<file path="config.mk">
export PLATFORM = sky130hd
export DESIGN_NAME = multicycle_control
export DESIGN_NICKNAME = d
export VERILOG_FILES = /design/src/rtl/ctrl_pkg.sv /design/src/rtl/opcode_decode.sv /design/src/rtl/multicycle_control.sv
export SDC_FILE = /design/constraint.sdc
export NUM_CORES = 1
export LEC_CHECK = 0
export ABC_CLOCK_PERIOD_IN_PS = 6300
export CAP_MARGIN = 20
export CELL_PAD_IN_SITES_DETAIL_PLACEMENT = 1
export CELL_PAD_IN_SITES_GLOBAL_PLACEMENT = 1
export CORE_MARGIN = 2
export CORE_UTILIZATION = 32
export CTS_BUF_LIST = sky130_fd_sc_hd__clkbuf_16
export DETAILED_ROUTE_END_ITERATION = 8
export GPL_TIMING_DRIVEN = 0
export PLACE_DENSITY_LB_ADDON = 0.1
export SETUP_SLACK_MARGIN = 0.15
export SYNTH_ARGS = -nofsm -noshare
export SYNTH_HDL_FRONTEND = slang
export SYNTH_HIERARCHICAL = 1
export SYNTH_SLANG_ARGS = --single-unit
</file>
<file path="constraint.sdc">
create_clock -name clk -period 6.3 [get_ports clk]
set_input_delay 1.26 -clock clk [delete_from_list [all_inputs] [get_ports clk]]
set_output_delay 1.26 -clock clk [all_outputs]
set_load 0.005 [all_outputs]
</file>
<file path="src/rtl/ctrl_pkg.sv">
// rtl/ctrl_pkg.sv - shared encodings for the multicycle datapath controller
package ctrl_pkg;

  typedef enum logic [3:0] {
    ST_IDLE      = 4'd0,
    ST_FETCH     = 4'd1,
    ST_DECODE    = 4'd2,
    ST_MEMADDR   = 4'd3,
    ST_MEMREAD   = 4'd4,
    ST_MEMWB     = 4'd5,
    ST_MEMWRITE  = 4'd6,
    ST_EXEC      = 4'd7,
    ST_RCOMPLETE = 4'd8,
    ST_BRANCH    = 4'd9,
    ST_JUMP      = 4'd10,
    ST_TRAP      = 4'd11
  } state_e;

  localparam logic [5:0] OP_RTYPE = 6'b000000;
  localparam logic [5:0] OP_LW    = 6'b100011;
  localparam logic [5:0] OP_SW    = 6'b101011;
  localparam logic [5:0] OP_BEQ   = 6'b000100;
  localparam logic [5:0] OP_J     = 6'b000010;

  localparam logic [1:0] SRCB_REG   = 2'b00;
  localparam logic [1:0] SRCB_FOUR  = 2'b01;
  localparam logic [1:0] SRCB_IMM   = 2'b10;
  localparam logic [1:0] SRCB_BROFF = 2'b11;

  localparam logic [1:0] PCSRC_ALU    = 2'b00;
  localparam logic [1:0] PCSRC_ALUOUT = 2'b01;
  localparam logic [1:0] PCSRC_JUMP   = 2'b10;

  localparam logic [1:0] ALUOP_ADD   = 2'b00;
  localparam logic [1:0] ALUOP_SUB   = 2'b01;
  localparam logic [1:0] ALUOP_FUNCT = 2'b10;

  typedef struct packed {
    logic       mem_req;
    logic       mem_read;
    logic       mem_write;
    logic       iord;
    logic       ir_write;
    logic       pc_write;
    logic       pc_write_cond;
    logic       reg_write;
    logic       reg_dst;
    logic       mem_to_reg;
    logic       alu_src_a;
    logic [1:0] alu_src_b;
    logic [1:0] pc_source;
    logic [1:0] alu_op;
  } ctrl_t;

endpackage

</file>
<file path="src/rtl/opcode_decode.sv">
// rtl/opcode_decode.sv - combinational opcode classifier
module opcode_decode
  import ctrl_pkg::*;
(
  input  logic [5:0] opcode,
  output logic       is_rtype,
  output logic       is_mem,
  output logic       is_lw,
  output logic       is_beq,
  output logic       is_j,
  output logic       is_illegal
);

  always_comb begin
    is_rtype   = (opcode == OP_RTYPE);
    is_lw      = (opcode == OP_LW);
    is_mem     = is_lw || (opcode == OP_SW);
    is_beq     = (opcode == OP_BEQ);
    is_j       = (opcode == OP_J);
    is_illegal = !(is_rtype || is_mem || is_beq || is_j);
  end

endmodule

</file>
<file path="src/rtl/multicycle_control.sv">
// rtl/multicycle_control.sv - Moore control FSM for a multicycle MIPS-style datapath
module multicycle_control
  import ctrl_pkg::*;
(
  input  logic       clk,
  input  logic       rst_n,
  input  logic [5:0] opcode,
  input  logic       mem_ack,
  output logic       mem_req,
  output logic       MemRead,
  output logic       MemWrite,
  output logic       IorD,
  output logic       IRWrite,
  output logic       PCWrite,
  output logic       PCWriteCond,
  output logic       RegWrite,
  output logic       RegDst,
  output logic       MemtoReg,
  output logic       ALUSrcA,
  output logic [1:0] ALUSrcB,
  output logic [1:0] PCSource,
  output logic       ALUOp1,
  output logic       ALUOp2,
  output logic       illegal_op,
  output logic [3:0] state
);

  state_e     state_q, state_d;
  logic [5:0] opcode_q;
  logic       illegal_q;
  logic [5:0] dec_opcode;
  logic       is_rtype, is_mem, is_lw, is_beq, is_j, is_illegal;
  ctrl_t      ctrl;

  // Live opcode in DECODE; afterwards the latched copy steers lw vs sw.
  assign dec_opcode = (state_q == ST_DECODE) ? opcode : opcode_q;

  opcode_decode u_opcode_decode (
    .opcode     (dec_opcode),
    .is_rtype   (is_rtype),
    .is_mem     (is_mem),
    .is_lw      (is_lw),
    .is_beq     (is_beq),
    .is_j       (is_j),
    .is_illegal (is_illegal)
  );

  always_ff @(posedge clk or negedge rst_n) begin
    if (!rst_n) begin
      state_q   <= ST_IDLE;
      opcode_q  <= '0;
      illegal_q <= 1'b0;
    end else begin
      state_q <= state_d;
      if (state_q == ST_DECODE) begin
        opcode_q <= opcode;
        if (is_illegal) illegal_q <= 1'b1;
      end
    end
  end

  always_comb begin
    state_d = state_q;
    case (state_q)
      ST_IDLE:      state_d = ST_FETCH;
      ST_FETCH:     if (mem_ack) state_d = ST_DECODE;
      ST_DECODE: begin
        if (is_rtype)    state_d = ST_EXEC;
        else if (is_mem) state_d = ST_MEMADDR;
        else if (is_beq) state_d = ST_BRANCH;
        else if (is_j)   state_d = ST_JUMP;
        else             state_d = ST_TRAP;
      end
      ST_MEMADDR:   state_d = is_lw ? ST_MEMREAD : ST_MEMWRITE;
      ST_MEMREAD:   if (mem_ack) state_d = ST_MEMWB;
      ST_MEMWB:     state_d = ST_FETCH;
      ST_MEMWRITE:  if (mem_ack) state_d = ST_FETCH;
      ST_EXEC:      state_d = ST_RCOMPLETE;
      ST_RCOMPLETE: state_d = ST_FETCH;
      ST_BRANCH:    state_d = ST_FETCH;
      ST_JUMP:      state_d = ST_FETCH;
      ST_TRAP:      state_d = ST_TRAP;
      default:      state_d = ST_IDLE;
    endcase
  end

  // IRWrite/PCWrite in FETCH are the only terms that look at mem_ack.
  always_comb begin
    ctrl = '0;
    case (state_q)
      ST_FETCH: begin
        ctrl.mem_req   = 1'b1;
        ctrl.mem_read  = 1'b1;
        ctrl.alu_src_b = SRCB_FOUR;
        ctrl.alu_op    = ALUOP_ADD;
        ctrl.pc_source = PCSRC_ALU;
        ctrl.ir_write  = mem_ack;
        ctrl.pc_write  = mem_ack;
      end
      ST_DECODE: begin
        ctrl.alu_src_b = SRCB_BROFF;
        ctrl.alu_op    = ALUOP_ADD;
      end
      ST_MEMADDR: begin
        ctrl.alu_src_a = 1'b1;
        ctrl.alu_src_b = SRCB_IMM;
        ctrl.alu_op    = ALUOP_ADD;
      end
      ST_MEMREAD: begin
        ctrl.mem_req  = 1'b1;
        ctrl.mem_read = 1'b1;
        ctrl.iord     = 1'b1;
      end
      ST_MEMWB: begin
        ctrl.reg_write  = 1'b1;
        ctrl.mem_to_reg = 1'b1;
      end
      ST_MEMWRITE: begin
        ctrl.mem_req   = 1'b1;
        ctrl.mem_write = 1'b1;
        ctrl.iord      = 1'b1;
      end
      ST_EXEC: begin
        ctrl.alu_src_a = 1'b1;
        ctrl.alu_src_b = SRCB_REG;
        ctrl.alu_op    = ALUOP_FUNCT;
      end
      ST_RCOMPLETE: begin
        ctrl.reg_write = 1'b1;
        ctrl.reg_dst   = 1'b1;
      end
      ST_BRANCH: begin
        ctrl.alu_src_a     = 1'b1;
        ctrl.alu_src_b     = SRCB_REG;
        ctrl.alu_op        = ALUOP_SUB;
        ctrl.pc_write_cond = 1'b1;
        ctrl.pc_source     = PCSRC_ALUOUT;
      end
      ST_JUMP: begin
        ctrl.pc_write  = 1'b1;
        ctrl.pc_source = PCSRC_JUMP;
      end
      default: ctrl = '0;
    endcase
  end

  assign mem_req     = ctrl.mem_req;
  assign MemRead     = ctrl.mem_read;
  assign MemWrite    = ctrl.mem_write;
  assign IorD        = ctrl.iord;
  assign IRWrite     = ctrl.ir_write;
  assign PCWrite     = ctrl.pc_write;
  assign PCWriteCond = ctrl.pc_write_cond;
  assign RegWrite    = ctrl.reg_write;
  assign RegDst      = ctrl.reg_dst;
  assign MemtoReg    = ctrl.mem_to_reg;
  assign ALUSrcA     = ctrl.alu_src_a;
  assign ALUSrcB     = ctrl.alu_src_b;
  assign PCSource    = ctrl.pc_source;
  assign ALUOp1      = ctrl.alu_op[1];
  assign ALUOp2      = ctrl.alu_op[0];
  assign illegal_op  = illegal_q;
  assign state       = state_q;

endmodule
</file>
==> impl_metrics.ini <==
[run_status]
outcome = finished clean

[routing]
total_wire_length_um = 2200
detail_route.wl_per_cell_um = 14.5
drt_drc_violations_left = 0
drt-initial-drc-count = 12
ant_nets = 0
num_vias = 771
via_per_inst = 5.11
first_pass_iters = 3

[sta]
fmax_ghz = 0.259
final.min_clock_period_ns = 3.86
maxSlewViolCount = 0
timing.final.crit_share_pct = 61.2
setup-tns-final_ns = 0
setup_repair_after_global_routing_missed_its_margin = no
timing_worst_slew_pin_value_ns = 0.525
final-hold-violation-count = 0
setup-violations-final = 0
relSlewSlack_pct = 64.9
timing.clock.skew_ns = 0.00606

[yosys]
synth_warnings = 6
synth_compound_gate_area_share_pct = 15.4
synth_simple_gate_area_share_pct = 32.5
netlist-cell-type-count = 34
synthMuxAreaShare_pct = 8.74
ys_ff_latch = 11
syn_nets = 98
mean_syn_cell_area_sq_um = 8.69
combinational_family_with_the_most_area_after_synthesis = simple AND/OR/NAND/NOR gates
synthAdderAreaFrac_pct = 0
syn_area_sq_um = 773
yosys.area.top_type = dfrtp_1
postSynthCellCount = 89
synthDominantCellAreaShare_pct = 35.6
yosysSeqAreaShare_pct = 35.6
synth_xor_xnor_area_share_pct = 1.13
yosys-top-cells-area = dfrtp_1, mux2_2, nor2_1, a21oi_1, nor3_1

[worst_setup_path]
timing.critical_path.slowest_cell_delay_ns = 0.58
path_cells = clkdlybuf4s50_1 > nand2_1 > o22ai_1 > clkdlybuf4s50_1
worst-endpoint-required_ns = 5.04
timing.critical_path.mode_cell = clkdlybuf4s50_1
cp-end-kind = output pin
path_class = in2out
worstSetupStartpointType = primary input
worstPathMaxFanout = 6
critical_path.slowest_cell = clkdlybuf4s50_1
arrival_ns = 2.60

[clock_network]
cts_resized = 0
clock_path_buffers = 2
ctsRootBufferMaster = clkbuf_16
clk_pin_slew_ns = 0.04
cts-hold-fix-buffers = 0
htreeDepth = 1
postCtsSetupRepairBufs = 0
tritoncts_clock_tree = built
cts.sinks = 11
worstSkewPairLatency_ns = 0.24
numCtsBuffers = 3

[final_layout]
synthToLayoutAreaGrowth_pct = 53.6
num_antenna_cells = 0
layout_cell_share_with_drive_strength_beyond_1_pct = 17.1
final_nets = 133

[global_routing]
grt_pass1_wl_um = 3610
pin_count_of_the_biggest_net_entering_global_routing = 12
gr-usage-all-layers_pct = 17.8
vias_in_the_first_global_route = 774
antenna_found_initial = 0
grt.overflow.total = 0

[power]
power.ir.vdd_worst_v = 0.000283
p_leak_nw = 0.471
power_density_mw_per_mm2 = 516
finalPower_mw = 0.613

[placement]
gp_routability_congestion = 0.775
io_buffers = 30
post-dp-hpwl_um = 1620

[floorplan]
die_area_sq_mm = 0.00283
initial_core_util_pct = 34.3
core-area_sq_mm = 0.00225
die_y_um = 53.2
die_width_um = 53.2
ios = 31
fp-row-count = 17

[flow_run]
max_cap_viol_count = 0

[worst_hold_path]
hold_path.class = reg2reg
## cell families (layout without fill, tap and decap cells)
group | after synthesis | after routing
compound gates | 18 | 18
xor+xnor | 1 | 1
buf+inv | 8 | 42
flops | 11 | 11
mux | 6 | 6
simple gates | 45 | 45
## critical path, delay by kind of cell
kind / cells / cell delay [ns]
buffers and inverters: 2 / 1.10
AOI/OAI and AO/OA: 1 / 0.14
and+or+nand+nor: 1 / 0.10
## worst paths after layout
check                                 from           to  slack (ns)  depth (start not counted)
worst min-delay path            illegal_op   illegal_op        0.46                          1
worst max-delay path               mem_ack      PCWrite        2.44                          4
worst max register to register    state[0]     state[1]        3.48                          9
worst min register to register  illegal_op   illegal_op        0.46                          1
min in group asynchronous            rst_n  opcode_q[1]        1.37                          1
max in group asynchronous            rst_n  opcode_q[4]        4.57                          1
## state kept, by name, summed over array words and instances, names as in the netlist
register and cells:
opcode_q 6, state 4, illegal_op 1
## stage by stage
step / cell area [sq um] / cells / setup WS [ns] / util [%] / hold WS, ns
2_1_floorplan: 773 / 89 / 3.59 / - / 0.451
3_3_place_gp: 1110 / 147 / 2.46 / 49.2 / 0.440
3_5_place_dp: 1110 / 147 / 2.43 / 49.2 / 0.450
4_1_cts: 1190 / 151 / 2.43 / 52.7 / 0.460
5_1_grt: 1190 / 151 / 2.38 / 52.7 / 0.489
6_report: 1190 / 151 / 2.44 / 52.7 / 0.456
## per-layer routing
metal  wire length [um]  global-route usage [%]  vias to the layer above
met2               1070                    30.0                       20
met4                 11                    2.56                        0
met5                  0                       0                        -
li1                   -                       -                      382
met1                989                    22.9                      367
met3                122                    5.08                        2
## placed cells by master, fill, tap and decap left out, types with 2 or more instances in the layout
master            n
clkdlybuf4s50_1  30
nor2_1           16
dfrtp_1          11
a21oi_1           7
mux2_2            6
nor3_1            5
nand2_1           4
inv_1             3
buf_4             3
nor4_1            3
clkbuf_16         3
nand2b_1          2
buf_2             2
nand3_1           2
o21a_1            2
nor2b_1           2
or3_1             2
o21ai_0           2
## cell usage after synthesis (all sizes together)
cell    number
o21ai        2
and2b        1
nor3         6
buf          6
nor2        16
nor4         3
inv          2
nand2b       3
or2          1
nor2b        2
a21o         1
dfrtp       11
mux2         6
o31ai        1
and3         2
a32oi        1
a22oi        1
o22ai        1
a21oi        7
o21a         2
nand3        2
or3          2
a21boi       1
a311oi       1
nor4b        1
xnor2        1
nand4        1
nand2        5
## power breakdown
group / internal, mW / total, mW / switching [mW]
Combinational: 0.192 / 0.370 / 0.177
Sequential: 0.105 / 0.131 / 0.0264
Clock: 0.0831 / 0.113 / 0.0295
## cell type report
cell class	count	area, sq um
Timing Repair Buffer	30	300
Multi-Input combinational cell	70	447
Buffer	6	43.8
Clock buffer	3	75.1
Inverter	2	7.51
Fill cell	280	1070
Tap cell	28	35.0
Clock inverter	1	3.75
Sequential cell	11	275
(Power assumes the default switching activity.)
